==> src/rtl/mips_pkg.sv <==
// Shared encodings for the multicycle MIPS control path: opcodes, funct codes,
// ALU control values and the controller state set.
package mips_pkg;

    localparam logic [5:0] OP_RTYPE = 6'b000000;
    localparam logic [5:0] OP_LW    = 6'b100011;
    localparam logic [5:0] OP_SW    = 6'b101011;
    localparam logic [5:0] OP_BEQ   = 6'b000100;
    localparam logic [5:0] OP_ADDI  = 6'b001000;
    localparam logic [5:0] OP_J     = 6'b000010;

    localparam logic [5:0] FUNCT_ADD = 6'b100000;
    localparam logic [5:0] FUNCT_SUB = 6'b100010;
    localparam logic [5:0] FUNCT_AND = 6'b100100;
    localparam logic [5:0] FUNCT_OR  = 6'b100101;
    localparam logic [5:0] FUNCT_SLT = 6'b101010;

    localparam logic [2:0] ALU_ADD = 3'b010;
    localparam logic [2:0] ALU_SUB = 3'b110;
    localparam logic [2:0] ALU_AND = 3'b000;
    localparam logic [2:0] ALU_OR  = 3'b001;
    localparam logic [2:0] ALU_SLT = 3'b111;

    typedef enum logic [1:0] {
        ALUOP_ADD   = 2'b00,
        ALUOP_SUB   = 2'b01,
        ALUOP_FUNCT = 2'b10
    } aluop_t;

    typedef enum logic [3:0] {
        S_FETCH,
        S_DECODE,
        S_MEMADR,
        S_MEMRD,
        S_MEMWB,
        S_MEMWR,
        S_EXECUTE,
        S_ALUWB,
        S_BRANCH,
        S_ADDIEX,
        S_ADDIWB,
        S_JUMP
    } state_t;

endpackage

==> src/rtl/multicycle_control_fsm_alu_decoder.sv <==
// ALU control decode: fixed add/sub, or R-type funct lookup with a validity flag.
module alu_decoder
    import mips_pkg::*;
(
    input  logic [1:0] aluop,
    input  logic [5:0] funct,
    output logic [2:0] alucontrol,
    output logic       funct_valid
);

    always_comb begin
        alucontrol  = ALU_ADD;
        funct_valid = 1'b1;
        case (aluop)
            ALUOP_SUB: alucontrol = ALU_SUB;
            ALUOP_FUNCT: begin
                case (funct)
                    FUNCT_ADD: alucontrol = ALU_ADD;
                    FUNCT_SUB: alucontrol = ALU_SUB;
                    FUNCT_AND: alucontrol = ALU_AND;
                    FUNCT_OR:  alucontrol = ALU_OR;
                    FUNCT_SLT: alucontrol = ALU_SLT;
                    // unknown funct falls back to add so no stray op is issued
                    default:   funct_valid = 1'b0;
                endcase
            end
            default: alucontrol = ALU_ADD;
        endcase
    end

endmodule

==> src/rtl/multicycle_control_fsm.sv <==
// Moore sequencing FSM for the multicycle MIPS datapath; memory states stall
// on mem_ready, and reset masks all write strobes while asserted.
module multicycle_control_fsm
    import mips_pkg::*;
(
    input  logic       clk,
    input  logic       reset,
    input  logic [5:0] op,
    input  logic [5:0] funct,
    input  logic       zero,
    input  logic       mem_ready,
    output logic       pcen,
    output logic       iord,
    output logic       irwrite,
    output logic       memwrite,
    output logic       regwrite,
    output logic       regdst,
    output logic       memtoreg,
    output logic       alusrca,
    output logic [1:0] alusrcb,
    output logic [1:0] pcsrc,
    output logic [2:0] alucontrol,
    output logic       illegal
);

    state_t     state, state_n;
    aluop_t     aluop;
    logic [2:0] dec_alucontrol;
    logic       funct_valid;
    logic       use_alu;
    logic       pcwrite, branch, irw, memw, regw;

    alu_decoder u_alu_decoder (
        .aluop       (aluop),
        .funct       (funct),
        .alucontrol  (dec_alucontrol),
        .funct_valid (funct_valid)
    );

    always_ff @(posedge clk) begin
        if (reset) state <= S_FETCH;
        else       state <= state_n;
    end

    // Kept apart from the main decode so funct_valid never loops back into aluop.
    always_comb begin
        case (state)
            S_BRANCH:  aluop = ALUOP_SUB;
            S_EXECUTE: aluop = ALUOP_FUNCT;
            default:   aluop = ALUOP_ADD;
        endcase
    end

    always_comb begin
        state_n  = state;
        use_alu  = 1'b0;
        pcwrite  = 1'b0;
        branch   = 1'b0;
        irw      = 1'b0;
        memw     = 1'b0;
        regw     = 1'b0;
        iord     = 1'b0;
        regdst   = 1'b0;
        memtoreg = 1'b0;
        alusrca  = 1'b0;
        alusrcb  = 2'b00;
        pcsrc    = 2'b00;
        illegal  = 1'b0;
        case (state)
            S_FETCH: begin
                use_alu = 1'b1;
                alusrcb = 2'b01;
                if (mem_ready) begin
                    irw     = 1'b1;
                    pcwrite = 1'b1;
                    state_n = S_DECODE;
                end
            end
            S_DECODE: begin
                use_alu = 1'b1;
                alusrcb = 2'b11;
                case (op)
                    OP_LW, OP_SW: state_n = S_MEMADR;
                    OP_RTYPE:     state_n = S_EXECUTE;
                    OP_BEQ:       state_n = S_BRANCH;
                    OP_ADDI:      state_n = S_ADDIEX;
                    OP_J:         state_n = S_JUMP;
                    default: begin
                        illegal = 1'b1;
                        state_n = S_FETCH;
                    end
                endcase
            end
            S_MEMADR: begin
                use_alu = 1'b1;
                alusrca = 1'b1;
                alusrcb = 2'b10;
                if (op == OP_LW)      state_n = S_MEMRD;
                else if (op == OP_SW) state_n = S_MEMWR;
                else                  state_n = S_FETCH;
            end
            S_MEMRD: begin
                iord = 1'b1;
                if (mem_ready) state_n = S_MEMWB;
            end
            S_MEMWB: begin
                memtoreg = 1'b1;
                regw     = 1'b1;
                state_n  = S_FETCH;
            end
            S_MEMWR: begin
                iord = 1'b1;
                memw = 1'b1;
                if (mem_ready) state_n = S_FETCH;
            end
            S_EXECUTE: begin
                use_alu = 1'b1;
                alusrca = 1'b1;
                if (funct_valid) begin
                    state_n = S_ALUWB;
                end else begin
                    illegal = 1'b1;
                    state_n = S_FETCH;
                end
            end
            S_ALUWB: begin
                regdst  = 1'b1;
                regw    = 1'b1;
                state_n = S_FETCH;
            end
            S_BRANCH: begin
                use_alu = 1'b1;
                alusrca = 1'b1;
                pcsrc   = 2'b01;
                branch  = 1'b1;
                state_n = S_FETCH;
            end
            S_ADDIEX: begin
                use_alu = 1'b1;
                alusrca = 1'b1;
                alusrcb = 2'b10;
                state_n = S_ADDIWB;
            end
            S_ADDIWB: begin
                regw    = 1'b1;
                state_n = S_FETCH;
            end
            S_JUMP: begin
                pcsrc   = 2'b10;
                pcwrite = 1'b1;
                state_n = S_FETCH;
            end
            default: state_n = S_FETCH;
        endcase
    end

    assign alucontrol = use_alu ? dec_alucontrol : '0;
    assign pcen       = ~reset & (pcwrite | (branch & zero));
    assign irwrite    = ~reset & irw;
    assign memwrite   = ~reset & memw;
    assign regwrite   = ~reset & regw;

endmodule

==> config.mk <==
export PLATFORM = sky130hd
export DESIGN_NAME = multicycle_control_fsm
export DESIGN_NICKNAME = d
export VERILOG_FILES = /design/src/rtl/mips_pkg.sv /design/src/rtl/multicycle_control_fsm_alu_decoder.sv /design/src/rtl/multicycle_control_fsm.sv
export SDC_FILE = /design/constraint.sdc
export NUM_CORES = 1
export LEC_CHECK = 0
export ABC_CLOCK_PERIOD_IN_PS = 4750
export BUFFER_PORTS_ARGS = -buffer_cell sky130_fd_sc_hd__buf_2
export CORE_MARGIN = 3
export CORE_UTILIZATION = 35
export CTS_CLUSTER_DIAMETER = 120
export DETAILED_ROUTE_END_ITERATION = 7
export PLACE_DENSITY_LB_ADDON = 0.12
export RECOVER_POWER = 50
export SYNTH_ARGS = -nofsm -noshare
export SYNTH_HDL_FRONTEND = slang
export SYNTH_HIERARCHICAL = 1
export SYNTH_SLANG_ARGS = --single-unit
==> constraint.sdc <==
create_clock -name clk -period 4.75 [get_ports clk]
set_input_delay 0.7125 -clock clk [delete_from_list [all_inputs] [get_ports clk]]
set_output_delay 0.7125 -clock clk [all_outputs]
set_load 0.005 [all_outputs]
Word-level counts from Yosys, hierarchy flattened:

Cells that the tools add are included.

* bits in registers: 4
* output and inout bits: 16
* word-level logic and storage cells: 75

* equal/unequal tests: 26
* mux-type cells: 30
* bitwise gates (word level): 7
* reduce and logical (&&, ||, !) cells: 11

Operator list (count)
* 6-bit == test, second input constant: 7
* 4-bit one-hot mux with 7 select lines: 1
* 4-bit one-hot mux with 5 select lines: 1
* 4-bit by 3-bit == test with 1-bit output, second input constant: 4
* 4-bit == test, second input constant: 4
* 1-bit 2-to-1 mux: 14
* 3-bit 2-to-1 mux: 4
* 4-bit 2-to-1 mux: 3
* 3-bit one-hot mux with 4 select lines: 1
* 6-bit OR reduction: 2
* 4-bit by 2-bit == test with 1-bit output, second input constant: 2
* 2-bit one-hot mux with 2 select lines: 2
* 6-bit by 2-bit == test with 1-bit output, second input constant: 1
* 6-bit by 3-bit == test with 1-bit output, second input constant: 1
* 6-bit by 4-bit == test with 1-bit output, second input constant: 1
* 6-bit zero test: 1
* 2-bit inequality test, second input constant: 3
* 2-bit one-hot mux with 3 select lines: 1
* 3-bit one-hot mux with 2 select lines: 1
* 2-bit OR reduction: 3
* 1-bit AND: 5
* 5-bit OR reduction: 1
* 4-bit by 1-bit == test with 1-bit output, second input constant: 1
* 4-bit zero test: 1
* 8 further kinds: 9

Depth between registers and ports, before layout:

Gate-level depths: netlist of the first run.

* depth in word-level cells: 6
* gate-level depth with buffers: 10
* depth with buffers taken out: 9

Hierarchy:

The synthesis of the first run kept the hierarchy.

By module, submodules not included
* multicycle_control_fsm: instances 1, cells an instance 88, area an instance 554.3 um^2, sequential area each 80.1 um^2
* alu_decoder: instances 1, cells an instance 20, area an instance 158.9 um^2, sequential area each 0.0 um^2

Worst setup path before layout of the first run:

Ideal clock, no wire load.

* kind: reg-to-output
* start point: reg state[2]
* end point: out alucontrol[2]
* arrival time: 1.646 ns
* required time: 4.038 ns
* setup slack: 2.392 ns
* cell stages (with the launch flop): 9
* cells stage by stage: dfxtp_1 -> clkbuf_1 -> nand2b_1 -> nor2_1 -> inv_1 -> ha_1 -> nand4bb_1 -> o22ai_1 -> nor2b_1

* word-level cells in the longest chain between the ends: 5

RTL lines
* start, declared: line multicycle_control_fsm.sv:26 `state_t state, state_n;`
* start signal, assigned: line multicycle_control_fsm.sv:42 `else state <= state_n;`
* 4-bit by 3-bit == test with 1-bit output / 4-bit == test (equally long branches): line multicycle_control_fsm.sv:47 `case (state)`
* 2-bit one-hot mux with 2 select lines *: line multicycle_control_fsm.sv:47
* named net aluop[0]: line multicycle_control_fsm.sv:27 `aluop_t aluop;`
* 2-bit == test / 2-bit by 1-bit == test with 1-bit output (equally long branches): line multicycle_control_fsm_alu_decoder.sv:14 `case (aluop)`
* 3-bit one-hot mux with 2 select lines *: line multicycle_control_fsm_alu_decoder.sv:14
* named net dec_alucontrol[2]: line multicycle_control_fsm.sv:28 `logic [2:0] dec_alucontrol;`
* 3-bit 2-to-1 mux *: line multicycle_control_fsm.sv:157 `assign alucontrol = use_alu ? dec_alucontrol : '0;`
* end, declared: line multicycle_control_fsm.sv:22 `output logic [2:0] alucontrol,`

The timed path passes the listed nets; every way through them passes the cells marked *.

Worst setup path in the final report of the first run:

* start point: reg state[3]
* end point: out alucontrol[2]

Same word-level chain as after synthesis.

==> results of run 1 <==
## per-stage QoR
stage	instance area (sq um)	worst slack [ns]	cells
global placement	872	2.14	157
global route	883	1.65	160
CTS	895	1.88	160
floorplan	713	2.39	108
detailed placement	872	2.10	157
finish	883	1.89	160
## layout make-up
type                            instances  area (sq um)  area share
Multi-Input combinational cell         88           564       0.639
Timing Repair Buffer                   31           151       0.171
Sequential cell                         4          80.1      0.0907
Inverter                                9          33.8      0.0382
Tap cell                               25          31.3      0.0354
Clock buffer                            3          22.5      0.0255
## path summary, 6_finish.rpt
| kind | startpoint | slack (ns) | depth (start not counted) | endpoint |
|---|---|---|---|---|
| hold reg to reg | state[3]$_SDFFE_PP0P_ | 0.69 | 2 | state[3]$_SDFFE_PP0P_ |
| setup reg to reg | state[3]$_SDFFE_PP0P_ | 2.67 | 8 | state[0]$_SDFFE_PP0P_ |
| hold / removal | state[3]$_SDFFE_PP0P_ | 0.69 | 2 | state[3]$_SDFFE_PP0P_ |
| setup / recovery | state[3]$_SDFFE_PP0P_ | 1.89 | 8 | alucontrol[2] |
## critical path: cells and delay by family, from the launching register on
| kind | cells | cell delay, ns |
|---|---|---|
| and+or+nand+nor | 4 | 0.70 |
| buffers and inverters | 2 | 0.17 |
| adders and majority gates | 1 | 0.33 |
| AOI/OAI and AO/OA | 1 | 0.11 |
| DFF | 1 | 0.60 |
## cells in the mapped netlist, types with 2 or more instances
cell | instances | area share
a21oi_1 | 4 | 0.028
nand4bb_1 | 3 | 0.047
xor2_1 | 2 | 0.025
nor3_1 | 8 | 0.056
clkbuf_1 | 5 | 0.026
nand2_1 | 5 | 0.026
and3_1 | 2 | 0.018
nand2b_1 | 6 | 0.053
nor2_1 | 17 | 0.089
o21ai_0 | 2 | 0.014
inv_1 | 7 | 0.037
inv_2 | 2 | 0.011
o31ai_1 | 2 | 0.021
ha_1 | 2 | 0.035
nor2b_1 | 4 | 0.035
a31oi_1 | 4 | 0.035
dfxtp_1 | 4 | 0.11
o21ai_1 | 4 | 0.028
nand3b_1 | 2 | 0.021
## power by group
part	total [mW]	internal (mW)	switching, mW
combinational	0.0450	0.0208	0.0241
clock	0.0404	0.0281	0.0123
sequential	0.0384	0.0352	0.00313
total	0.124	0.0842	0.0396
## cells by family (layout without fill, tap and decap cells)
family / count (synthesis) / after routing
buffers and inverters: 16 / 43
xor gates and xnor gates: 3 / 3
DFF: 4 / 4
AOI/OAI and AO/OA: 28 / 28
and+or+nand+nor: 54 / 54
adders and majority gates: 2 / 2
muxes: 1 / 1
## layer usage
| metal | share of wire | global-route usage | wire (microns) | up-vias |
|---|---|---|---|---|
| li1 | - | - | - | 451 |
| met3 | 0.063 | 0.0408 | 126 | 0 |
| met5 | 0 | 0 | 0 | - |
| met4 | 0 | 0.0269 | 0 | 0 |
| met2 | 0.47 | 0.262 | 938 | 27 |
| met1 | 0.46 | 0.207 | 925 | 403 |
## cell usage in the layout, fill, tap and decap left out, types with 2 or more instances in the layout
| master | netlist | final |
|---|---|---|
| a21oi_1 | 4 | 4 |
| a31oi_1 | 4 | 4 |
| and3_1 | 2 | 2 |
| buf_2 | 1 | 26 |
| clkbuf_1 | 5 | 3 |
| clkbuf_2 | 0 | 2 |
| clkbuf_4 | 0 | 3 |
| dfxtp_1 | 4 | 4 |
| ha_1 | 2 | 2 |
| inv_1 | 7 | 7 |
| inv_2 | 2 | 2 |
| nand2_1 | 5 | 5 |
| nand2b_1 | 6 | 6 |
| nand3b_1 | 2 | 2 |
| nand4bb_1 | 3 | 3 |
| nor2_1 | 17 | 17 |
| nor2b_1 | 4 | 4 |
| nor3_1 | 8 | 8 |
| o21ai_0 | 2 | 2 |
| o21ai_1 | 4 | 4 |
| o31ai_1 | 2 | 2 |
| xor2_1 | 2 | 2 |
==> results.toml, run 1 <==
[run_status]
status = "complete, no violations"

[clock_network]
cts_setup_buffers = 0
clk_path_buf_depth = 2
cts-root-buf = "clkbuf_4"
cts_tree = "yes"
cts_buffers = 3
cts-htree-levels = 1
clkSlewWorstSetupHoldPaths_ns = 0.03
clkSinkCount = 4
hold_buffers = 0
clock_latency_ns = 0.23
post_cts_resized = 0

[cells_and_area]
antenna_cells = 0
fin_nets = 155
largest_reg_flops = 4
largestRegisters = "state: 4 flops"
drive_gt1_frac = 0.259
fillers = 214
final_util = 0.485
synthToLayoutAreaGrowth_pct = 23.9
top_register = "state"

[floorplan]
dieArea_sq_um = 2620
fp.dieW_microns = 51.1
core_area_sq_um = 1820
rows = 15
ios = 32
die_h_microns = 51.1
initial_core_util = 0.392

[synth]
synth.area.mux_share = 0.0158
synth_nets = 126
ys_ff_latch = 4
synthAdderAreaFrac = 0.0351
synth_compound_area_frac = 0.288
synth_edf_count = 0
ys_warn_count = 6
synth_cell_types = 42
syn_area_sq_um = 713
synth_flop_cell = "dfxtp_1"
postSynthAreaPerCell_sq_um = 6.60
synth_cells = 108
yosys.area_share.simple = 0.426
async_flop_share = 0
synth_seq_area_share = 0.112
synth_top_family_by_area = "simple AND/OR/NAND/NOR gates"
synth-xor-area-share = 0.0368

[timing]
hold_viol = 0
holdWs_ns = 0.694
final.period_utilization = 0.602
skew_ns = 0.00303
setup_tns_ns = 0
maxSlewViolCount = 0
period_minus_slack_ns = 2.86
setup_viol_count_final = 0
slew_headroom = 0.685
max_freq_mhz = 350
worst_pin_slew_ns = 0.472
rsz0062_at_grt = "no"

[drt]
drc = 0
drt_wl_total_mm = 1.99
ant_nets = 0
detail_route.iter0.violations = 22
num_vias = 881
dr.pass1.iters = 4
viasPerCell = 5.51
routedWlPerCell_microns = 12.4

[setup_path]
critPathArrivalTime_ns = 2.15
slowest_delay_ns = 0.60
crit_path_max_fanout = 14
end_kind = "output pin"
cp.required_ns = 4.04
crit_slowest_cell = "dfxtp_1"
crit_chain = "nand2b_1, nor2_1, inv_1, ha_1, nand4bb_1, o22ai_1, nor2b_1, buf_2"
start_kind = "register"
crit_type = "reg -> out"

[global_route]
grt_pass1_vias = 779
grtUsageTotal = 0.158
antenna_found_initial = 0
grt_pass1_wl_mm = 3.31
grt.overflow.total = 0
grt_max_degree = 15

[placed_design]
gp_congestion = 0.796
dp_hpwl_mm = 1.61
io_buffers = 31

[power]
p_leak_nw = 0.376
finalPower_mw = 0.124
power_density_nw_per_um2 = 140
ir_drop_mv = 0.157

[run]
max-cap-violations = 0

[hold_path]
hold_class = "reg -> reg"
Note: power is estimated with default switching activity, not from simulation.
==> run 2, diff against run 1 <==
--- a/config.mk
+++ b/config.mk
@@ -5,7 +5,7 @@
 export SDC_FILE = /design/constraint.sdc
 export NUM_CORES = 1
 export LEC_CHECK = 0
-export ABC_CLOCK_PERIOD_IN_PS = 4750
+export ABC_CLOCK_PERIOD_IN_PS = 2600
 export BUFFER_PORTS_ARGS = -buffer_cell sky130_fd_sc_hd__buf_2
 export CORE_MARGIN = 3
 export CORE_UTILIZATION = 35
==> constraint.sdc (replaced) <==
create_clock -name clk -period 2.6 [get_ports clk]
set_input_delay 0.39 -clock clk [delete_from_list [all_inputs] [get_ports clk]]
set_output_delay 0.39 -clock clk [all_outputs]
set_load 0.005 [all_outputs]
==> results.toml, run 2 (same netlist as run 1, synthesis figures left out) <==
[run_status]
status = "complete, no violations"

[timing]
slew_headroom = 0.737
period_minus_slack_ns = 2.41
final.period_utilization = 0.926
setup_viol_count_final = 0
setup_tns_ns = 0
max_freq_mhz = 415
hold_viol = 0
rsz0062_at_grt = "no"
maxSlewViolCount = 0
skew_ns = 0.00495
worst_pin_slew_ns = 0.384

[power]
finalPower_mw = 0.228
power_density_nw_per_um2 = 252
ir_drop_mv = 0.388
p_leak_nw = 0.385

[clock_network]
post_cts_resized = 0
clkSinkCount = 4
cts_buffers = 3
cts-htree-levels = 1
clk_path_buf_depth = 2
cts_setup_buffers = 0
hold_buffers = 0
clock_latency_ns = 0.23
cts-root-buf = "clkbuf_4"
clkSlewWorstSetupHoldPaths_ns = 0.03
cts_tree = "yes"

[setup_path]
cp.required_ns = 2.21
crit_slowest_cell = "dfxtp_1"
crit_type = "reg -> out"
crit_family = "simple AND/OR/NAND/NOR gates"
crit_path_max_fanout = 11
start_kind = "register"
crit_chain = "nand2b_1, nor2_1, ha_1, nand4bb_1, o22ai_1, nor2b_1, buf_2"
end_kind = "output pin"
critPathArrivalTime_ns = 2.02
slowest_delay_ns = 0.52
path_buf_inv = 1

[floorplan]
ios = 32
initial_core_util = 0.392
rows = 15
fp.dieW_microns = 51.1
dieArea_sq_um = 2620
die_h_microns = 51.1
core_area_sq_um = 1820

[cells_and_area]
final_util = 0.497
multi_input_area_sq_um = 574
drive_gt1_frac = 0.277
antenna_cells = 0
largest_reg_flops = 4
layout_common_cells = "buf_2 (25), nor2_1 (17), nor3_1 (8)"
fin_nets = 157
largestRegisters = "state: 4 flops"
final_common_cell = "buf_2"
synthToLayoutAreaGrowth_pct = 26.8
top_register = "state"
regArea_sq_um = 80.1
fillers = 203

[hold_path]
hold_class = "in -> reg"

[global_route]
grt.overflow.total = 0
grtUsageTotal = 0.156
grt_pass1_wl_mm = 3.26
grt_max_degree = 12
grt_pass1_vias = 755
antenna_found_initial = 0

[drt]
viasPerCell = 5.36
dr.pass1.iters = 4
detail_route.iter0.violations = 26
ant_nets = 0
drt_wl_total_mm = 1.94
drc = 0
num_vias = 869
routedWlPerCell_microns = 12.0

[placed_design]
dp_hpwl_mm = 1.60
gp_congestion = 0.830
io_buffers = 31

[run]
max-cap-violations = 0
[run 2: cell types whose count changed in the layout (fill, tap and decap cells not counted), sizes merged]
cell / previous run / this run
clkbuf: 8 / 10
[run 2: metal layers]
metal,track usage,part of all wire
met1,0.222,0.48
met2,0.245,0.46
met3,0.0379,0.057
met4,0.0135,0
met5,0,0
[run 2: worst reg2reg max path, delay by kind of cell (launching register included)]
kind / cells / cell delay, ns
buffers and inverters: 1 / 0.06
and+or+nand+nor: 3 / 0.56
DFF: 1 / 0.40
adders and majority gates: 1 / 0.25
AOI/OAI and AO/OA: 3 / 0.57
[run 2: area by class of cell]
| class | count | share of cell area |
|---|---|---|
| multi-input cells | 88 | 0.635 |
| repair buffers | 33 | 0.180 |
| flip-flops and latches | 4 | 0.0885 |
| inverters | 9 | 0.0373 |
| well taps | 25 | 0.0346 |
| clock buffers | 3 | 0.0249 |
[run 2: worst paths after layout]
check	startpoint	endpoint	slack (ns)	depth (start not counted)
min	reset	state[1]$_SDFFE_PP0P_	0.45	2
max reg2reg	state[1]$_SDFFE_PP0P_	state[0]$_SDFFE_PP0P_	0.70	8
min reg2reg	state[0]$_SDFFE_PP0P_	state[1]$_SDFFE_PP0P_	0.67	3
max	state[1]$_SDFFE_PP0P_	alucontrol[2]	0.19	7
[run 2: power by group]
group | switching [mW] | internal, mW | total (mW)
sequential | 0.00490 | 0.0644 | 0.0693
clock | 0.0222 | 0.0514 | 0.0736
combinational | 0.0448 | 0.0403 | 0.0851
[run 2: through the flow]
| stage | cell area (sq um) | worst slack [ns] | cells | hold WS, ns |
|---|---|---|---|---|
| floorplan | 713 | 0.564 | 108 | 0.562 |
| global placement | 887 | 0.460 | 159 | 0.656 |
| detailed placement | 887 | 0.398 | 159 | 0.664 |
| CTS | 910 | 0.153 | 162 | 0.441 |
| global route | 905 | 0.00683 | 162 | 0.456 |
| finish | 905 | 0.192 | 162 | 0.447 |
==> run 3, diff against run 2 <==
--- a/config.mk
+++ b/config.mk
@@ -5,8 +5,9 @@
 export SDC_FILE = /design/constraint.sdc
 export NUM_CORES = 1
 export LEC_CHECK = 0
-export ABC_CLOCK_PERIOD_IN_PS = 2600
+export ABC_CLOCK_PERIOD_IN_PS = 3070
 export BUFFER_PORTS_ARGS = -buffer_cell sky130_fd_sc_hd__buf_2
+export CORE_ASPECT_RATIO = 0.75
 export CORE_MARGIN = 3
 export CORE_UTILIZATION = 35
 export CTS_CLUSTER_DIAMETER = 120
==> constraint.sdc (replaced) <==
create_clock -name clk -period 3.07 [get_ports clk]
set_input_delay 0.4605 -clock clk [delete_from_list [all_inputs] [get_ports clk]]
set_output_delay 0.4605 -clock clk [all_outputs]
set_load 0.005 [all_outputs]
==> results.toml, run 3 (same netlist as run 1, synthesis figures left out) <==
[cells_and_area]
drive_gt1_frac = 0.259
antenna_cells = 0
synthToLayoutAreaGrowth_pct = 24.2
top_register = "state"
fin_cells = 157
stdcell_area_sq_um = 886
fin_nets = 155
layout_common_cells = "buf_2 (24), nor2_1 (17), nor3_1 (8)"
fillers = 186
multi_input_area_sq_um = 572
final_common_cell = "buf_2"
regArea_sq_um = 80.1
largestRegisters = "state: 4 flops"
largest_reg_flops = 4

[run]
max-cap-violations = 0

[clock_network]
clock_latency_ns = 0.24
cts_tree = "yes"
cts_setup_buffers = 0
cts-root-buf = "clkbuf_4"
clkSinkCount = 4
hold_buffers = 0
cts-htree-levels = 1
cts_buffers = 3
clkSlewWorstSetupHoldPaths_ns = 0.04
post_cts_resized = 0
clk_path_buf_depth = 2

[global_route]
grt.overflow.total = 0
grt_pass1_vias = 697
antenna_found_initial = 0
grt_max_degree = 15
grt_pass1_wl_mm = 3.22
grtUsageTotal = 0.155

[drt]
highest_layer = "met3"
drc = 0
viasPerCell = 5.44
wl_met1_mm = 1.02
wl_met3_microns = 154
routedWlPerCell_microns = 12.5
num_vias = 854
ant_nets = 0
dr.pass1.iters = 4
wl_met2_microns = 791
detail_route.iter0.violations = 41
drt_wl_total_mm = 1.96

[timing]
period_minus_slack_ns = 2.62
rsz0062_at_grt = "no"
setup_viol_count_final = 0
skew_ns = 0.00661
hold_viol = 0
setup_tns_ns = 0
final.period_utilization = 0.854
slew_headroom = 0.706
worst_pin_slew_ns = 0.441
max_freq_mhz = 381
maxSlewViolCount = 0

[floorplan]
core_area_sq_um = 1820
initial_core_util = 0.391
ios = 32
rows = 13
dieArea_sq_um = 2620
die_h_microns = 45.1
fp.dieW_microns = 58.1

[power]
p_leak_nw = 0.372
ir_drop_mv = 0.228
power_density_nw_per_um2 = 219

[run_status]
status = "complete, no violations"

[hold_path]
hold_class = "in -> reg"
min_from = "reset"

[placed_design]
dp.cells = 154
placed_area_sq_um = 868
gp_congestion = 0.816
dp_hpwl_mm = 1.57
io_buffers = 31

[setup_path]
slowest_delay_ns = 0.58
r2r-start = "state[3]$_SDFFE_PP0P_"
end_kind = "output pin"
path_buf_inv = 2
critPathArrivalTime_ns = 2.16
start_kind = "register"
cp-startpoint = "state[3]$_SDFFE_PP0P_"
crit_path_max_fanout = 14
cp.required_ns = 2.61
crit_type = "reg -> out"
crit_slowest_cell = "dfxtp_1"
crit_family = "simple AND/OR/NAND/NOR gates"
crit_chain = "nand2b_1, nor2_1, inv_1, ha_1, nand4bb_1, o22ai_1, nor2b_1, buf_2"
==> run 3: cell types whose count changed in the layout (fill, tap and decap cells not counted) <==
cell	before	now
buf_2	25	24
buf_4	1	0
or2_0	0	1
or2_4	1	0
==> run 3: worst reg2reg max path, stage by stage (launching register included) <==
cell	delay (ns)
dfxtp_1	0.58
nand2b_1	0.20
nor2_1	0.19
inv_1	0.06
ha_1	0.24
o41ai_2	0.08
nand2_1	0.12
a211o_1	0.33
o221ai_2	0.18
==> run 3: layout make-up <==
class,instances,area share
clock buffers,3,0.0254
inverters,9,0.0381
multi-input cells,88,0.645
flip-flops and latches,4,0.0904
well taps,22,0.0311
repair buffers,31,0.169
==> run 3: stage by stage <==
step / total power [mW] / hold slack [ns] / worst slack [ns] / util
CTS: 0.197 / 0.491 / 0.482 / 0.489
global route: 0.212 / 0.506 / 0.262 / 0.486
finish: 0.194 / 0.497 / 0.447 / 0.486
detailed placement: 0.130 / 0.648 / 0.742 / 0.477
floorplan: 0.102 / 0.605 / 0.964 / -
global placement: 0.131 / 0.632 / 0.815 / 0.477
==> run 3: worst paths after layout <==
kind / end / slack (ns) / depth (start not counted)
worst min register to register: state[1]$_SDFFE_PP0P_ / 0.67 / 3
worst min-delay path: state[1]$_SDFFE_PP0P_ / 0.50 / 2
worst max register to register: state[0]$_SDFFE_PP0P_ / 1.02 / 8
worst max-delay path: alucontrol[2] / 0.45 / 8
==> run 3: layer usage <==
layer / up-vias / GRT usage
met4: 0 / 0.0139
met5: - / 0
li1: 449 / -
met2: 29 / 0.205
met3: 0 / 0.0429
met1: 376 / 0.250
==> run 3: power by group <==
group | leakage (nW) | switching (mW) | internal [mW]
Clock | 0.0138 | 0.0213 | 0.0437
Combinational | 0.326 | 0.0381 | 0.0322
Sequential | 0.0325 | 0.00463 | 0.0544
Total | 0.372 | 0.0640 | 0.130
